<file path="config.mk">
export PLATFORM = sky130hd
export DESIGN_NAME = spi_master_ctrl
export DESIGN_NICKNAME = d
export VERILOG_FILES = /design/src/rtl/spi_master_ctrl.sv
export SDC_FILE = /design/constraint.sdc
export NUM_CORES = 1
export LEC_CHECK = 0
export ABC_AREA = 1
export BUFFER_PORTS_ARGS = -buffer_cell sky130_fd_sc_hd__buf_2
export CAP_MARGIN = 15
export CORE_UTILIZATION = 40
export CTS_BUF_LIST = sky130_fd_sc_hd__clkbuf_8
export DETAILED_ROUTE_END_ITERATION = 8
export GPL_TIMING_DRIVEN = 0
export PLACE_DENSITY = 0.62
export SLEW_MARGIN = 20
export SYNTH_ARGS = -nofsm -noshare
export SYNTH_HDL_FRONTEND = slang
export SYNTH_SLANG_ARGS = --single-unit
</file>
<file path="constraint.sdc">
create_clock -name clk -period 1.7 [get_ports clk]
set_input_delay 0.085 -clock clk [delete_from_list [all_inputs] [get_ports clk]]
set_output_delay 0.085 -clock clk [all_outputs]
set_load 0.005 [all_outputs]
</file>
<file path="src/rtl/spi_master_ctrl.sv">
// spi_master_ctrl: SPI master sequencer driving an external shift register (load/shift) plus sclk/cs_n, capturing miso MSB first.
module spi_master_ctrl #(
  parameter int Register_Width = 8,
  parameter int CLK_DIV = 2
) (
  input  logic                      clk,
  input  logic                      rst,
  input  logic                      start,
  input  logic [Register_Width-1:0] tx_data,
  input  logic                      miso,
  output logic [Register_Width-1:0] Data,
  output logic                      Load_Enable,
  output logic                      shift_right,
  output logic                      sclk,
  output logic                      cs_n,
  output logic                      busy,
  output logic                      done,
  output logic [Register_Width-1:0] rx_data
);
  localparam int DW = $clog2(CLK_DIV + 1);
  localparam int BW = $clog2(Register_Width + 1);
  localparam logic [2:0] IDLE = 3'd0, LOAD = 3'd1, LOW = 3'd2, HIGH = 3'd3, TAIL = 3'd4;
  localparam logic [DW-1:0] DIV_LAST = DW'(CLK_DIV - 1);
  localparam logic [BW-1:0] BIT_LAST = BW'(Register_Width - 1);
  logic [2:0] state;
  logic [DW-1:0] div;
  logic [BW-1:0] bit_cnt;
  logic [Register_Width-1:0] rx_sh;
  logic div_end;
  assign div_end = div == DIV_LAST;
  always_ff @(posedge clk or negedge rst) begin
    if (!rst) begin
      state <= IDLE;
      div <= '0;
      bit_cnt <= '0;
      rx_sh <= '0;
      rx_data <= '0;
      Data <= '0;
      Load_Enable <= 1'b0;
      shift_right <= 1'b0;
      sclk <= 1'b0;
      cs_n <= 1'b1;
      busy <= 1'b0;
      done <= 1'b0;
    end else begin
      done <= 1'b0;
      Load_Enable <= 1'b0;
      case (state)
        IDLE: if (start) begin
          state <= LOAD;
          Data <= tx_data;
          cs_n <= 1'b0;
          busy <= 1'b1;
          Load_Enable <= 1'b1;
        end
        LOAD: begin
          state <= LOW;
          shift_right <= 1'b1;
          div <= '0;
          bit_cnt <= '0;
        end
        LOW: if (div_end) begin
          state <= HIGH;
          div <= '0;
          sclk <= 1'b1;
          rx_sh <= {rx_sh[Register_Width-2:0], miso};
        end else div <= div + 1'b1;
        HIGH: if (div_end) begin
          div <= '0;
          sclk <= 1'b0;
          bit_cnt <= bit_cnt + 1'b1;
          state <= (bit_cnt == BIT_LAST) ? TAIL : LOW;
          shift_right <= bit_cnt != BIT_LAST;
        end else div <= div + 1'b1;
        TAIL: if (div_end) begin
          state <= IDLE;
          div <= '0;
          cs_n <= 1'b1;
          busy <= 1'b0;
          done <= 1'b1;
          rx_data <= rx_sh;
        end else div <= div + 1'b1;
        default: state <= IDLE;
      endcase
    end
  end
endmodule

</file>
==> results of run 1 <==
[synth_stat cells (all sizes together)]
| master | number | area (um^2) |
|---|---|---|
| dfrtp | 38 | 951 |
| a21oi | 1 | 5.00 |
| inv | 17 | 66.3 |
| nand4 | 1 | 6.26 |
| ha | 1 | 12.5 |
| xor2 | 1 | 8.76 |
| nor2 | 10 | 65.1 |
| o21ai | 18 | 116 |
| nand2 | 72 | 280 |
| buf | 3 | 27.5 |
| clkinv | 1 | 3.75 |
| dfstp | 1 | 26.3 |
| nand3 | 17 | 95.1 |
[power by group through the flow]
stage / logic, mW / clock network [mW] / registers, mW
2_1_floorplan: 0.569 / 0 / 1.32
3_3_place_gp: 0.784 / 0 / 1.34
3_5_place_dp: 0.805 / 0 / 1.34
4_1_cts: 0.820 / 0.950 / 1.33
5_1_grt: 0.936 / 0.976 / 1.36
6_report: 0.804 / 0.919 / 1.32
[logic make-up (layout without fill, tap and decap cells)]
logic type      Yosys count  after routing  synth area share
compound gates           19             19            0.0729
xor+xnor                  1              1           0.00526
fa+ha+maj                 1              1           0.00752
buf+inv                  21             71            0.0586
flops                    39             39             0.587
simple gates            100            100             0.268
[through the flow]
| stage | util | setup WS (ns) | hold slack, ns |
|---|---|---|---|
| after floorplan | - | 0.483 | -0.211 |
| after global placement | 0.473 | 0.365 | 0.254 |
| after detailed placement | 0.473 | 0.351 | 0.263 |
| after CTS | 0.530 | 0.337 | 0.0599 |
| after global routing | 0.530 | 0.245 | 0.0830 |
| final | 0.530 | 0.353 | 0.0584 |
[layer usage]
layer / routed length (um) / global-route usage / vias up
met4: 63 / 0.0718 / 0
met5: 0 / 0 / -
met3: 85 / 0.0514 / 6
li1: - / - / 663
met1: 1490 / 0.216 / 598
met2: 1530 / 0.267 / 13
[tightest hold or removal path, stage by stage]
cell,delay (ns)
buf_2,0.07
nor2_1,0.04
a21oi_1,0.11
[flip-flops by register name, indices dropped and copies added (netlist names)]
signal / cells
Data: 8
rx_data: 8
rx_sh: 8
bit_cnt: 4
state: 3
div: 2
Load_Enable: 1
busy: 1
cs_n: 1
done: 1
sclk: 1
shift_right: 1
[area by class of cell]
class                   count  share of cell area
clock inverters             3              0.0319
inverters                  18              0.0331
well taps                  50              0.0295
multi-input cells         121               0.278
repair buffers             42               0.120
plain buffers               3              0.0130
flip-flops and latches     39               0.461
clock buffers               5              0.0325
[what timing repair did]
action | 4_1_cts | 5_1_grt
hold buffers | 9 | 0
hold endpoints to repair | 46 | 0
endpoints found under the setup margin | 0 | 0
[path summary, 6_finish.rpt]
| kind | from | slack (ns) | cells after the start | end |
|---|---|---|---|---|
| max | state[2] | 0.35 | 5 | rx_sh[6] |
| min | miso | 0.06 | 3 | rx_sh[0] |
| min reg2reg | cs_n | 0.47 | 2 | cs_n |
| min in group asynchronous | rst | 0.44 | 2 | Load_Enable |
| max reg2reg | state[2] | 0.35 | 5 | rx_sh[6] |
| max in group asynchronous | rst | 0.72 | 2 | shift_right |
==> out/results.ini, run 1 <==
[pwr]
power_mw = 3.05
pwr-share-comb = 0.264
p_seq_frac = 0.434
ir_drop_mv = 0.706
power.density_mw_per_mm2 = 1440
p_sw_frac = 0.322
p_leak_nw = 1.14
p_int_mw = 2.06
p_clk_frac = 0.302
p_sw_mw = 0.981

[layout]
nFillCells = 376
layout-drive-gt1-share = 0.286
diodes = 0
final_area_mm2 = 0.00212
area_growth_pct = 27.3
post_layout_nonfiller_instances = 281
nNetsFinal = 243
layout_common_cells = nand2_1, dfrtp_1, buf_2
regArea_um2 = 977
multiInputGateArea_um2 = 589
final_common_cell = nand2_1

[routing]
first_pass_iters = 4
num_vias = 1280
drtIter0Drc = 76
routed_wl_mm = 3.17
avgViaCountPerCell = 4.56
wl_per_cell_um = 11.3
ant_nets = 0
drc = 0

[critical_path]
worst-path-buf-inv = 1
cp_data_required_time_ns = 1.89
path_cells = nor2_2, nand3_2, buf_6, nand2_1, o21ai_1
critPathSlowestCell = dfrtp_1
critical_path.endpoint_type = register
crit_type = register to register
cp.arrival_ns = 1.53
critPathLaunchType = register
cp_max_fo = 10
critPathMaxStageDelay_ns = 0.49
crit_family = flip-flops

[sta]
finalHoldViolations = 0
min_period_ns = 1.35
fin_crit_sh = 0.793
clock-skew-final_ns = 0.00273
rsz0062_at_grt = false
fin_tns_setup_ns = 0
finalSetupViolations = 0
worstMarginPinSlew_ns = 0.868
relSlewSlack = 0.421
max_freq_ghz = 0.742
drv_slew = 0

[synth]
ys_ff_latch = 39
syn_nets = 194
ys_types = 22
avgSynthCellArea_um2 = 9.19
netlist_area_mm2 = 0.00166
syn_inst = 181
yosysSeqAreaShare = 0.587
yosysWarningCount = 0

[placement]
place_inst = 264
dpl.hpwl_mm = 2.17
dpl-instance-area_mm2 = 0.00189
gp_congestion = 0.717
io_buffers = 33

[clock_network]
cts_sinks = 39
clock-root-buffer = clkbuf_8
postCtsSetupBuffers = 0
clk_pin_slew_ns = 0.08
clk-insertion-delay-late_ns = 0.29
cts_made_buffers = 5
cts_buffer_depth = 2
tritoncts = done
htree_levels = 2
ctsResizeCount = 0

[grt]
antenna_found_initial = 0
grt_max_degree = 40
grt_overflow = 0
gr-usage-all-layers = 0.170
grt_pass1_vias = 1210
grt_pass1_wl_mm = 5.42

[die]
core-area_mm2 = 0.00400
dieArea_mm2 = 0.00442
die_x_um = 66.5
die_h_um = 66.5
initial_core_util = 0.416
num_io_pins = 34
rows = 23

[job]
drv_cap = 0

[outcome]
status = complete, no violations

[hold_path]
hold_class = primary input to register

Note: power is estimated with default switching activity, not from simulation.
==> inputs of run 2 (changes only) <==
==> constraint.sdc (replaced) <==
create_clock -name clk -period 1.29 [get_ports clk]
set_input_delay 0.0645 -clock clk [delete_from_list [all_inputs] [get_ports clk]]
set_output_delay 0.0645 -clock clk [all_outputs]
set_load 0.005 [all_outputs]
==> run 2 against run 1 <==
Compared with the run above:
- routed wire length up 3.6%
- sequential cell count did not move
- sequential share of layout area is 2.0 points lower
- design area grew 5.1%
- hold slack got worse by 0.022 ns
- combinational power rose by 53%
- global-route usage up 0.18 points
- sequential power increased by 33%
- largest power group unchanged
==> out/results.ini, run 2 (synthesis gave the netlist of run 1 again) <==
[clock_network]
cts_sinks = 39
cts_made_buffers = 5
htree_levels = 2
clk_pin_slew_ns = 0.08
tritoncts = done
clk-insertion-delay-late_ns = 0.30
cts_buffer_depth = 2
clock-root-buffer = clkbuf_8

[layout]
nNetsFinal = 251
final_common_cell = nand2_1
diodes = 0
area_growth_pct = 33.8
layout-drive-gt1-share = 0.331
final_area_mm2 = 0.00223
layout_common_cells = nand2_1, dfrtp_1, buf_2
post_layout_nonfiller_instances = 289
regArea_um2 = 982
nFillCells = 360
reg.largest.list = Data x8, rx_data x8, rx_sh x8
multiInputGateArea_um2 = 617

[grt]
antenna_found_initial = 0
grt_pass1_vias = 1225
grt_pass1_wl_mm = 5.49
grt_max_degree = 40
grt_overflow = 0
gr-usage-all-layers = 0.172

[routing]
ant_nets = 0
drc = 0
first_pass_iters = 4
routed_wl_mm = 3.29
wl_per_cell_um = 11.4
num_vias = 1309
avgViaCountPerCell = 4.53
drtIter0Drc = 80

[sta]
fin_tns_setup_ns = 0
drv_slew = 0
worstMarginPinSlew_ns = 0.850
clock-skew-final_ns = 0.00437
timing.hold.ws_ns = 0.0368
finalHoldViolations = 0
finalSetupViolations = 0
relSlewSlack = 0.433
min_period_ns = 1.24
max_freq_ghz = 0.809
fin_crit_sh = 0.958

[placement]
dpl.hpwl_mm = 2.17
place_inst = 264
io_buffers = 33
dpl-instance-area_mm2 = 0.00189
gp_congestion = 0.717

[pwr]
ir_drop_mv = 0.945
pwr-share-comb = 0.293
p_sw_frac = 0.322
p_clk_frac = 0.290
p_seq_frac = 0.418
p_int_mw = 2.85
power_mw = 4.21
p_sw_mw = 1.36
power.density_mw_per_mm2 = 1890
p_leak_nw = 1.20

[die]
die_x_um = 66.5
core-area_mm2 = 0.00400
num_io_pins = 34
dieArea_mm2 = 0.00442
die_h_um = 66.5
rows = 23
initial_core_util = 0.416

[hold_path]
hold_class = primary input to register

[critical_path]
crit_type = register to register
cp_max_fo = 10
critPathSlowestCell = dfrtp_2
critPathLaunchType = register
crit_top_cell = nand2_1
critPathMaxStageDelay_ns = 0.48
crit_family = flip-flops
critical_path.endpoint_type = register
path_cells = nor2_4, nand3_1, buf_4, nand2_1, nand2_1
cp_data_required_time_ns = 1.48
worst-path-buf-inv = 1
cp.arrival_ns = 1.43

[outcome]
status = complete, no violations

[job]
drv_cap = 0

==> run 2: worst min-delay path: stages <==
cell and delay [ns]:
buf_2 0.07, nor2_1 0.04, a21oi_1 0.11
==> run 2: final timing paths <==
check / start / end / depth (start not counted) / slack [ns]
min reg2reg: cs_n / cs_n / 2 / 0.47
max in group asynchronous: rst / bit_cnt[0] / 2 / 0.30
min: miso / rx_sh[0] / 3 / 0.04
max: state[2] / Data[1] / 5 / 0.05
max reg2reg: state[2] / Data[1] / 5 / 0.05
min in group asynchronous: rst / Data[7] / 2 / 0.41
==> run 2: stage by stage <==
stage | setup slack (ns) | util
6_report | 0.0544 | 0.556
4_1_cts | 0.0148 | 0.541
2_1_floorplan | 0.0734 | -
3_3_place_gp | -0.0453 | 0.473
3_5_place_dp | -0.0588 | 0.473
5_1_grt | -0.0192 | 0.556
==> run 2: per-layer routing <==
layer	vias to the layer above	wire (um)	GRT usage
li1	679	-	-
met1	611	1500	0.215
met2	13	1640	0.274
met3	6	83	0.0514
met4	0	63	0.0718
met5	-	0	0
==> run 2: area by class of cell <==
| class | instances | share of cell area |
|---|---|---|
| Buffer | 2 | 0.00843 |
| Clock buffer | 5 | 0.0309 |
| Clock inverter | 3 | 0.0304 |
| Inverter | 18 | 0.0332 |
| Multi-Input combinational cell | 121 | 0.277 |
| Sequential cell | 39 | 0.441 |
| Tap cell | 50 | 0.0281 |
| Timing Repair Buffer | 51 | 0.151 |
==> run 2: what timing repair did <==
action | 4_1_cts | 5_1_grt
endpoints found under the hold margin | 46 | 0
buffers inserted | 2 | 7
gates resized for setup | 5 | 7
endpoints found under the setup margin | 17 | 29
hold buffers | 9 | 0
pin swaps | 2 | 3
==> run 2: power groups by stage <==
stage / clock network, mW / logic, mW / registers (mW)
6_report: 1.22 / 1.23 / 1.76
5_1_grt: 1.29 / 1.41 / 1.80
3_3_place_gp: 0 / 1.03 / 1.76
4_1_cts: 1.25 / 1.20 / 1.76
3_5_place_dp: 0 / 1.06 / 1.77
2_1_floorplan: 0 / 0.750 / 1.74
